`config.mk`:
```
export PLATFORM = sky130hd
export DESIGN_NAME = blink_scheduler
export DESIGN_NICKNAME = d
export VERILOG_FILES = /design/src/rtl/blink_scheduler.sv
export SDC_FILE = /design/constraint.sdc
export NUM_CORES = 1
export LEC_CHECK = 0
export ABC_CLOCK_PERIOD_IN_PS = 4900
export CAP_MARGIN = 20
export CORE_MARGIN = 2
export CORE_UTILIZATION = 50
export CTS_BUF_LIST = sky130_fd_sc_hd__clkbuf_16
export DETAILED_ROUTE_END_ITERATION = 6
export GPL_ROUTABILITY_DRIVEN = 0
export PLACE_DENSITY = 0.67
export SYNTH_ARGS = -nofsm -noshare
export SYNTH_HDL_FRONTEND = slang
export SYNTH_SLANG_ARGS = --single-unit
```
`constraint.sdc`:
```
create_clock -name clk -period 4.9 [get_ports clk]
set_input_delay 1.225 -clock clk [delete_from_list [all_inputs] [get_ports clk]]
set_output_delay 1.225 -clock clk [all_outputs]
set_load 0.02 [all_outputs]
```
`src/rtl/blink_scheduler.sv`:
```
// LED blink sequencer: one shared prescaler drives NCH period/on-time channels.
// Channel reconfiguration while running is staged and applied only on a tick.
module blink_scheduler #(
    parameter int NCH   = 4,
    parameter int CBITS = 20,
    parameter int PBITS = 8,
    localparam int CHW  = (NCH > 1) ? $clog2(NCH) : 1
) (
    input  logic             clk,
    input  logic             rst,
    input  logic             start,
    input  logic             stop,
    input  logic             cfg_valid,
    output logic             cfg_ready,
    input  logic [CHW-1:0]   cfg_ch,
    input  logic [PBITS-1:0] cfg_period,
    input  logic [PBITS-1:0] cfg_on,
    output logic [NCH-1:0]   led,
    output logic             tick,
    output logic             busy
);

    typedef enum logic [1:0] {IDLE, RUN, STOPPING} state_t;

    state_t             state_reg, state_next;
    logic [CBITS-1:0]   cnt_reg;
    logic               tick_reg;
    logic               busy_reg, busy_next;
    logic [NCH-1:0]     led_reg, led_next;
    logic               pend_valid_reg;
    logic [CHW-1:0]     pend_ch_reg;
    logic [PBITS-1:0]   pend_period_reg, pend_on_reg;
    logic               accept, start_go, wrap, ch_ok;

    assign cfg_ready = !pend_valid_reg;
    assign accept    = cfg_valid && !pend_valid_reg;
    assign start_go  = (state_reg == IDLE) && start;
    assign wrap      = busy_reg && (cnt_reg == {CBITS{1'b1}});
    assign ch_ok     = {1'b0, cfg_ch} < (CHW+1)'(NCH);
    assign led       = led_reg;
    assign tick      = tick_reg;
    assign busy      = busy_reg;

    always_comb begin
        state_next = state_reg;
        case (state_reg)
            IDLE:     if (start) state_next = RUN;
            RUN:      if (stop)  state_next = STOPPING;
            STOPPING: if (wrap)  state_next = IDLE;
            default:  state_next = IDLE;
        endcase
        busy_next = (state_next != IDLE);
    end

    always_ff @(posedge clk or negedge rst) begin
        if (!rst) begin
            state_reg       <= IDLE;
            cnt_reg         <= '0;
            tick_reg        <= 1'b0;
            busy_reg        <= 1'b0;
            led_reg         <= '0;
            pend_valid_reg  <= 1'b0;
            pend_ch_reg     <= '0;
            pend_period_reg <= '0;
            pend_on_reg     <= '0;
        end else begin
            state_reg <= state_next;
            busy_reg  <= busy_next;
            tick_reg  <= wrap;
            led_reg   <= led_next;
            if (start_go)
                cnt_reg <= '0;
            else if (busy_reg)
                cnt_reg <= cnt_reg + CBITS'(1);
            if (wrap && pend_valid_reg)
                pend_valid_reg <= 1'b0;
            // Slot is empty whenever accept is high, so this never races the release above.
            if (accept && state_reg != IDLE && ch_ok) begin
                pend_valid_reg  <= 1'b1;
                pend_ch_reg     <= cfg_ch;
                pend_period_reg <= cfg_period;
                pend_on_reg     <= cfg_on;
            end
        end
    end

    for (genvar gi = 0; gi < NCH; gi++) begin : g_ch
        localparam logic [CHW-1:0] CH_ID = CHW'(gi);

        logic [PBITS-1:0] period_reg, on_reg, phase_reg;
        logic [PBITS-1:0] period_next, on_next, phase_next;
        logic             wr_direct, wr_pend;

        assign wr_direct = accept && (state_reg == IDLE) && (cfg_ch == CH_ID);
        assign wr_pend   = wrap && pend_valid_reg && (pend_ch_reg == CH_ID);

        always_comb begin
            period_next = period_reg;
            on_next     = on_reg;
            phase_next  = phase_reg;
            if (wr_direct) begin
                period_next = cfg_period;
                on_next     = cfg_on;
            end else if (wr_pend) begin
                period_next = pend_period_reg;
                on_next     = pend_on_reg;
            end
            if (start_go || (wrap && (state_reg == STOPPING || wr_pend || period_reg == '0)))
                phase_next = '0;
            else if (wrap)
                phase_next = (phase_reg == period_reg - PBITS'(1)) ? '0 : phase_reg + PBITS'(1);
        end

        // LED is judged on next-state values so it switches on the same edge as tick.
        assign led_next[gi] = busy_next && (period_next != '0) && (phase_next < on_next);

        always_ff @(posedge clk or negedge rst) begin
            if (!rst) begin
                period_reg <= '0;
                on_reg     <= '0;
                phase_reg  <= '0;
            end else begin
                period_reg <= period_next;
                on_reg     <= on_next;
                phase_reg  <= phase_next;
            end
        end
    end

endmodule

```
Yosys cells after proc, flatten, opt, wreduce, memory -nomap -nowiden
Index checks and enable logic that the tools add are counted.
{"block": "op_classes", "addsub": 9, "order_cmp": 4, "n_eq_ne": 13, "mux": 36, "reduce_logical": 54}
{"operator": "2-to-1 mux 8 bit", "n": 28}
{"operator": "2-to-1 mux 20 bit", "n": 2}
{"operator": "adder 8 x 1 -> 8 bit (second input constant)", "n": 4}
{"operator": "== test 8 bit", "n": 4}
{"operator": "zero test 8 bit", "n": 4}
{"operator": "less-than comparator 8 bit", "n": 4}
{"operator": "nonzero test 8 bit", "n": 4}
{"operator": "subtractor 8 x 1 -> 8 bit (second input constant)", "n": 4}
{"operator": "logical AND 1 bit", "n": 26}
{"operator": "adder 20 x 1 -> 20 bit (second input constant)", "n": 1}
{"operator": "== test 20 bit (second input constant)", "n": 1}
{"operator": "logical OR 1 bit", "n": 12}
{"operator": "== test 2 bit (second input constant)", "n": 5}
{"operator": "nonzero test 2 bit", "n": 4}
{"operator": "== test 2 x 1 -> 1 bit (second input constant)", "n": 3}
{"operator": "zero test 2 bit", "n": 3}
{"operator": "2-to-1 mux 2 bit", "n": 3}
{"operator": "case mux 2 bit (3 select lines)", "n": 1}
{"operator": "2-to-1 mux 1 bit", "n": 2}
{"operator": "zero test 1 bit", "n": 1}
{"block": "totals", "reg_bits": 143, "in_bits": 23, "wordCells": 137}

Depth between registers and ports, before layout
Gate-level depths: netlist (run 1).
{"block": "logic_depth", "ltp_word": 11, "mapped_depth": 17, "depth_no_buf": 16}

Least setup slack after synthesis (run 1)
Ideal clock, no wire load.
{"block": "synth_timing", "kind": "in2reg", "start": "input port cfg_valid", "end": "register led_reg[0], in the netlist led[0]", "setup_time_ns": 0.088, "arrival_time_ns": 3.571, "required_time_ns": 4.812, "path_slack_ns": 1.240, "cell_stages": 12, "n_path_buf": 1, "path_cell_list": "nor4b_2 > nor3b_1 > clkbuf_1 > nand2_1 > o21ai_0 > inv_1 > ha_1 > and4_1 > a21oi_1 > nand3_1 > a21o_1 > a41oi_1"}
{"block": "synth_between", "elab_cells_between_ends": 9, "cone_classes": "1 x order compare; 2 x mux; 6 x reduce/logical"}
{"item": "start: declaration", "line_no": "13", "rtl": "input logic cfg_valid,"}
{"item": "logical AND 1 bit", "line_no": "36", "rtl": "assign accept = cfg_valid && !pend_valid_reg;"}
{"item": "logical AND 1 bit (2 in series)", "line_no": "94", "rtl": "assign wr_direct = accept && (state_reg == IDLE) && (cfg_ch == CH_ID);"}
{"item": "2-to-1 mux 8 bit", "line_no": "101", "rtl": "if (wr_direct) begin"}
{"item": "named net g_ch[0].on_next[5]", "line_no": "91", "rtl": "logic [PBITS-1:0] period_next, on_next, phase_next;"}
{"item": "less-than comparator 8 bit", "line_no": "115", "rtl": "assign led_next[gi] = busy_next && (period_next != '0) && (phase_next < on_next);"}
{"item": "logical AND 1 bit", "line_no": "115"}
{"item": "named net led_next[0]", "line_no": "29", "rtl": "logic [NCH-1:0] led_reg, led_next;"}
{"item": "end signal: assignment", "line_no": "70", "rtl": "led_reg <= led_next;"}
{"item": "end: declaration", "line_no": "29"}
The timed path passes the listed nets, and every way through them passes these cells.
A chain may end at the register's enable or synchronous reset.

Worst setup path in the final report (run 1)
{"block": "layout_timing", "start": "register cnt_reg[0]", "end": "register led_reg[0], in the netlist led[0]"}
{"block": "layout_between", "elab_chain_cells": 11, "elab_cells_between_ends": 21, "cone_classes": "1 x order compare; 1 x eq/ne; 8 x mux; 11 x reduce/logical"}
{"item": "start: declaration", "line_no": "26", "rtl": "logic [CBITS-1:0] cnt_reg;"}
{"item": "start signal: assignment", "line_no": "74", "rtl": "cnt_reg <= cnt_reg + CBITS'(1);"}
{"item": "== test 20 bit (*)", "line_no": "38", "rtl": "assign wrap = busy_reg && (cnt_reg == {CBITS{1'b1}});"}
{"item": "logical AND 1 bit (*)", "line_no": "38"}
{"item": "logical AND 1 bit (2 in series)", "line_no": "95", "rtl": "assign wr_pend = wrap && pend_valid_reg && (pend_ch_reg == CH_ID);"}
{"item": "logical OR 1 bit (2 in series)", "line_no": "108", "rtl": "if (start_go || (wrap && (state_reg == STOPPING || wr_pend || period_reg == '0)))"}
{"item": "logical AND 1 bit", "line_no": "108"}
{"item": "logical OR 1 bit", "line_no": "108"}
{"item": "2-to-1 mux 8 bit (*)", "line_no": "108"}
{"item": "named net g_ch[0].phase_next[7]", "line_no": "91"}
{"item": "less-than comparator 8 bit (*)", "line_no": "115"}
{"item": "logical AND 1 bit (*)", "line_no": "115"}
{"item": "named net led_next[0]", "line_no": "29"}
The timed path passes the listed nets; every way through them passes the cells marked *.

==> results of run 1 <==
Yosys cell counts, types with 8 or more instances:
cell	number	area [um2]
xnor2_1	47	411.6
a21oi_1	29	145.1
dfrtp_1	143	3578
or3_1	9	56.30
nor2b_1	17	106.4
nand2_1	91	341.6
a21o_1	11	82.58
a31o_2	13	113.9
mux2i_1	17	170.2
nand3_1	46	230.2
nor4_1	12	75.07
ha_1	41	513.0
a41oi_1	9	78.83
nor2_1	119	446.7
and3_1	10	62.56
o21a_1	8	60.06
inv_1	43	161.4
clkbuf_1	29	108.9
mux2_2	19	214.0
xor2_1	37	324.1
o21ai_0	41	205.2
and4_1	8	70.07
nor3_1	8	40.04
a31oi_1	25	156.4
nand4_1	32	200.2
area by class of cell:
type	count	area, um2	share of cell area [%]
clock buffer	17	425.4	4.313
inverter	43	161.4	1.636
sequential	143	3578	36.28
timing repair buffer	45	411.6	4.173
tap	225	281.5	2.854
clock inverter	15	220.2	2.232
multi-input combinational	728	4786	48.52
routing by layer:
metal | track usage, % | up-vias | wire length (um)
li1 | - | 3447 | -
met2 | 43.10 | 216 | 11170
met3 | 7.047 | 36 | 1693
met5 | 0 | - | 0
met1 | 37.84 | 3545 | 10790
met4 | 8.218 | 0 | 448
power by group through the flow:
stage	Combinational, mW	Sequential (mW)	Clock (mW)
floorplan	1.25	1.85	0
global route	1.83	2.09	1.49
CTS	1.63	2.03	1.43
global placement	1.59	2.04	0
finish	1.64	2.04	1.42
detailed placement	1.62	2.04	0
cells by family (layout without fill, tap and decap cells):
logic type	after synthesis	after routing	share of synthesized area (%)
multiplexers	36	36	4.401
flip-flops	143	143	41.00
XOR/XNOR	84	84	8.429
AND/OR/NAND/NOR	401	401	23.60
adder cells (fa/ha/maj)	41	41	5.877
AO/OA/AOI/OAI	166	166	12.41
buffers and inverters	87	120	4.286
metrics by stage:
stage	power, mW	instance area (um2)	worst slack (ps)	utilization, %
3_3_place_gp	3.627	9219	741.6	53.67
6_report	5.104	9864	667.0	57.43
3_5_place_dp	3.664	9219	648.1	53.67
5_1_grt	5.409	9864	467.7	57.43
2_1_floorplan	3.102	8728	1240	-
4_1_cts	5.097	9864	709.9	57.43
final timing paths:
check | startpoint | to | depth (start not counted)
max in group asynchronous | rst | g_ch[3].on_reg[2]$_DFF_PN0_ | 2
worst min-delay path | cnt_reg[16]$_DFFE_PN0P_ | cnt_reg[16]$_DFFE_PN0P_ | 2
min in group asynchronous | rst | cnt_reg[16]$_DFFE_PN0P_ | 1
worst max-delay path | cnt_reg[0]$_DFFE_PN0P_ | led[0]$_DFF_PN0_ | 14
worst max register to register | cnt_reg[0]$_DFFE_PN0P_ | led[0]$_DFF_PN0_ | 14
worst min register to register | cnt_reg[16]$_DFFE_PN0P_ | cnt_reg[16]$_DFFE_PN0P_ | 2
critical path, stage by stage, from the launching register on:
cell	delay, ps
dfrtp_1	410
ha_1	210
nand4_2	300
or3_1	530
nor3_4	460
and4_1	310
nand3_1	140
or3_1	330
a21oi_1	330
ha_1	310
and4_1	220
a21oi_1	140
nand3_1	90
a21o_1	200
a41oi_1	160
==> results.md, run 1 <==
- Status: complete, no violations
- Most frequent cells in the layout: 143 x dfrtp_1, 119 x nor2_1, 91 x nand2_1
- Async SR Flop Fraction: 100.0%
- Max Cap Viol: 0
- Post-synth cell types: 69
- Endpoints failing setup: 0
- Vias in the first global route: 6,931
- I/O pins: 30
- Internal Pwr Total: 3.228 mW
- Mean post-synth cell area: 9.111 um2
- Fillers: 1,542
- Placeable Area: 17,180 um2
- Hold_buf cts: 0
- Accumulated negative setup slack: 0 ps
- WP data arrival: 4570 ps
- H-tree depth: 4
- Non-Filler Instances: 1,216
- Routed vias: 7,244
- Setup Skew: 10.98 ps
- Main synth FF type: dfrtp_1
- RSZ-0062 raised after global routing: no
- Crit Path Max Fanout: 9
- Setup CP Type: reg -> reg
- Synth Instances: 958
- Crit share post-route: 86.39%
- Clk Latency, worst-skew pair: 430 ps
- DPL Wire Length: 17.24 mm
- DIE WIDTH: 136.1 um
- Least-Margin Pin Slew: 947.0 ps
- Final wirelength: 24.11 mm
- IO buf count: 29
- Clock Root Buffer: clkbuf_16
- DRT antenna net count: 0
- Vias/cell: 5.957
- Net switching power: 1.876 mW
- Gr ovfl total: 0
- Hold Vio Cnt, Final: 0
- Commonest non-fill, non-tap cell in the layout: dfrtp_1
- Reg clk slew, reported paths: 60 ps
- CP Capture Type: flop
- Worst reg-to-reg setup slack: 670 ps
- Seq pwr share: 40.0%
- EDFF count, synth: 0
- Row count: 48
- CTS tree: yes
- First-pass GRT wire length: 38.50 mm
- Ys Warns: 0
- Total Routing Usage GR: 27.58%
- PostCTS Resize Cnt: 0
- Worst vdd ir: 356.7 uV
- Period minus WS final: 4233 ps
- Min-delay worst type: reg -> reg
- Die height: 136.1 um
- WL per Instance: 19.82 um
- Final nets: 1,042
- Router iterations before antenna repair: 5
- Layout cells sized above 1: 10.09%
- Crit start category: flop
- Rel. slew slack: 36.86%
- Fmax achieved: 236.2 MHz
- Clk sinks: 143
- Synthesized cell area: 8728 um2
- Ant diodes: 0
- Worst hold slack: 527.5 ps
- PwrDens: 517.4 nW/um2
- Drt drc: 0
- Final Max Tran Viols: 0
- Total CTS buffers: 17
- Net Sw Frac: 36.75%
- Clock Power Share: 27.9%
- Starting Density: 50.82%
- Post-Place Cells: 1,184
- DRT iter0 DRCs: 616
- Worst Path Required: 5240 ps
- P_leak: 4.325 nW
- Part of the power in combinational logic: 32.1%
- Sequential share of the synthesized area: 41.00%
- Area Growth Syn to Fin: 13.02%
- Clock Path Buffers: 2
- Mapped Nets: 1,022
- Antenna violations before repair: 0
- Post-CTS setup buffer count: 0
- Largest net degree at the start of global routing: 101
- FF+latch count, synth: 143
- Full die area: 18,530 um2
Note: power is estimated with default switching activity, not from simulation.
==> run 2, diff against run 1 <==
CORE_UTILIZATION = 53   (was 50)
PLACE_DENSITY = 0.71   (was 0.67)
==> results.md, run 2 (synthesis gave the netlist of run 1 again) <==
- Vias in the first global route: 6,973
- Crit share post-route: 83.80%
- Commonest non-fill, non-tap cell in the layout: dfrtp_1
- Vias/cell: 6.012
- CP Capture Type: flop
- Setup CP Type: reg -> reg
- Period minus WS final: 4106 ps
- PostCTS Resize Cnt: 0
- Hold_buf cts: 0
- DRT antenna net count: 0
- P_leak: 4.318 nW
- Worst Hold Depth: 2
- WL per Instance: 19.10 um
- Worst-case reg-to-reg path depth: 14
- Clk sinks: 143
- Drt drc: 0
- DP Area: 9215 um2
- Reg clk slew, reported paths: 60 ps
- Gr ovfl total: 0
- DIE WIDTH: 132.3 um
- Rel. slew slack: 36.20%
- DRT iter0 DRCs: 546
- Max Cap Viol: 0
- Worst Path Required: 5240 ps
- Fmax achieved: 243.5 MHz
- Min-delay src: cnt_reg[16]$_DFFE_PN0P_
- Clock Root Buffer: clkbuf_16
- Die height: 132.3 um
- Total CTS buffers: 17
- Starting Density: 54.55%
- Crit Path Max Fanout: 9
- Clk Latency, worst-skew pair: 430 ps
- PwrDens: 509.5 nW/um2
- H-tree depth: 4
- Final wirelength: 23.07 mm
- First-pass GRT wire length: 37.68 mm
- Post-CTS setup buffer count: 0
- Final Util: 61.35%
- Worst setup margin: 793.7 ps
- Sink of the worst hold path: cnt_reg[16]$_DFFE_PN0P_
- RSZ-0062 raised after global routing: no
- I/O pins: 30
- Accumulated negative setup slack: 0 ps
- Least-Margin Pin Slew: 948.3 ps
- Crit start category: flop
- Reg-to-Reg Start: cnt_reg[0]$_DFFE_PN0P_
- Routed vias: 7,262
- Clock Path Buffers: 2
- Antenna violations before repair: 0
- WP data arrival: 4450 ps
- Area Growth Syn to Fin: 12.46%
- Ant diodes: 0
- Full die area: 17,510 um2
- Hold Vio Cnt, Final: 0
- Most frequent cells in the layout: 143 x dfrtp_1, 119 x nor2_1, 91 x nand2_1
- Worst vdd ir: 331.6 uV
- Final Max Tran Viols: 0
- DPL Wire Length: 16.51 mm
- Largest net degree at the start of global routing: 90
- Endpoints failing setup: 0
- Final nets: 1,043
- CTS tree: yes
- Setup Skew: 6.360 ps
- Total Routing Usage GR: 27.59%
- Placeable Area: 16,000 um2
- Final instance area: 9816 um2
- Router iterations before antenna repair: 5
- Status: complete, no violations
- Layout cells sized above 1: 9.879%
- Row count: 46
- Worst Setup SP: cnt_reg[0]$_DFFE_PN0P_
- RR Endpoint: led[0]$_DFF_PN0_
- Min-delay worst type: reg -> reg
- Worst hold slack: 546.0 ps
- Worst setup slack after placement: 718.1 ps
- IO buf count: 29
- Worst reg-to-reg setup slack: 790 ps
## run 2: report_power, final
part	switching (mW)	internal (mW)	total [mW]
clock network	0.494	0.839	1.33
registers	0.481	1.56	2.04
logic	0.867	0.761	1.63
total	1.84	3.16	5.00
## run 2: layout make-up
cell class | instances | area (um2)
clock buffer | 17 | 425.4
clock inverter | 15 | 175.2
fill | 1431 | 6185
inverter | 43 | 161.4
multi-input combinational | 728 | 4786
sequential | 143 | 3578
tap | 216 | 270.3
timing repair buffer | 46 | 419.2
## run 2: worst max-delay path, stage by stage, from the launching register on
cell	delay, ps
dfrtp_1	400
ha_1	200
nand4_2	280
or3_1	520
nor3_4	480
and4_1	310
nand3_1	150
or3_1	350
a21oi_1	220
ha_1	270
and4_1	220
a21oi_1	160
nand3_1	90
a21o_1	200
a41oi_1	150
## run 2: per-layer routing
metal | GRT usage [%] | share of wire [%] | vias to the layer above | wire, um
li1 | - | - | 3447 | -
met3 | 5.075 | 5.6 | 52 | 1303
met4 | 10.51 | 2.8 | 0 | 642
met5 | 0 | 0 | - | 0
met1 | 38.76 | 46 | 3562 | 10610
met2 | 42.63 | 46 | 201 | 10510
## run 2: through the flow
stage | power [mW] | instances
3_3_place_gp | 3.609 | 1176
6_report | 5.001 | 1208
4_1_cts | 5.000 | 1208
3_5_place_dp | 3.649 | 1176
2_1_floorplan | 3.102 | 958
5_1_grt | 5.313 | 1208
## run 2: worst max path at each step
stage,depth (start not counted),slack [ps],to
floorplan,12,1240,led[0]$_DFF_PN0_
global placement,14,820,led[0]$_DFF_PN0_
detailed placement,13,720,led[0]$_DFF_PN0_
CTS,14,840,led[0]$_DFF_PN0_
global route,15,530,led[1]$_DFF_PN0_
finish,14,790,led[0]$_DFF_PN0_
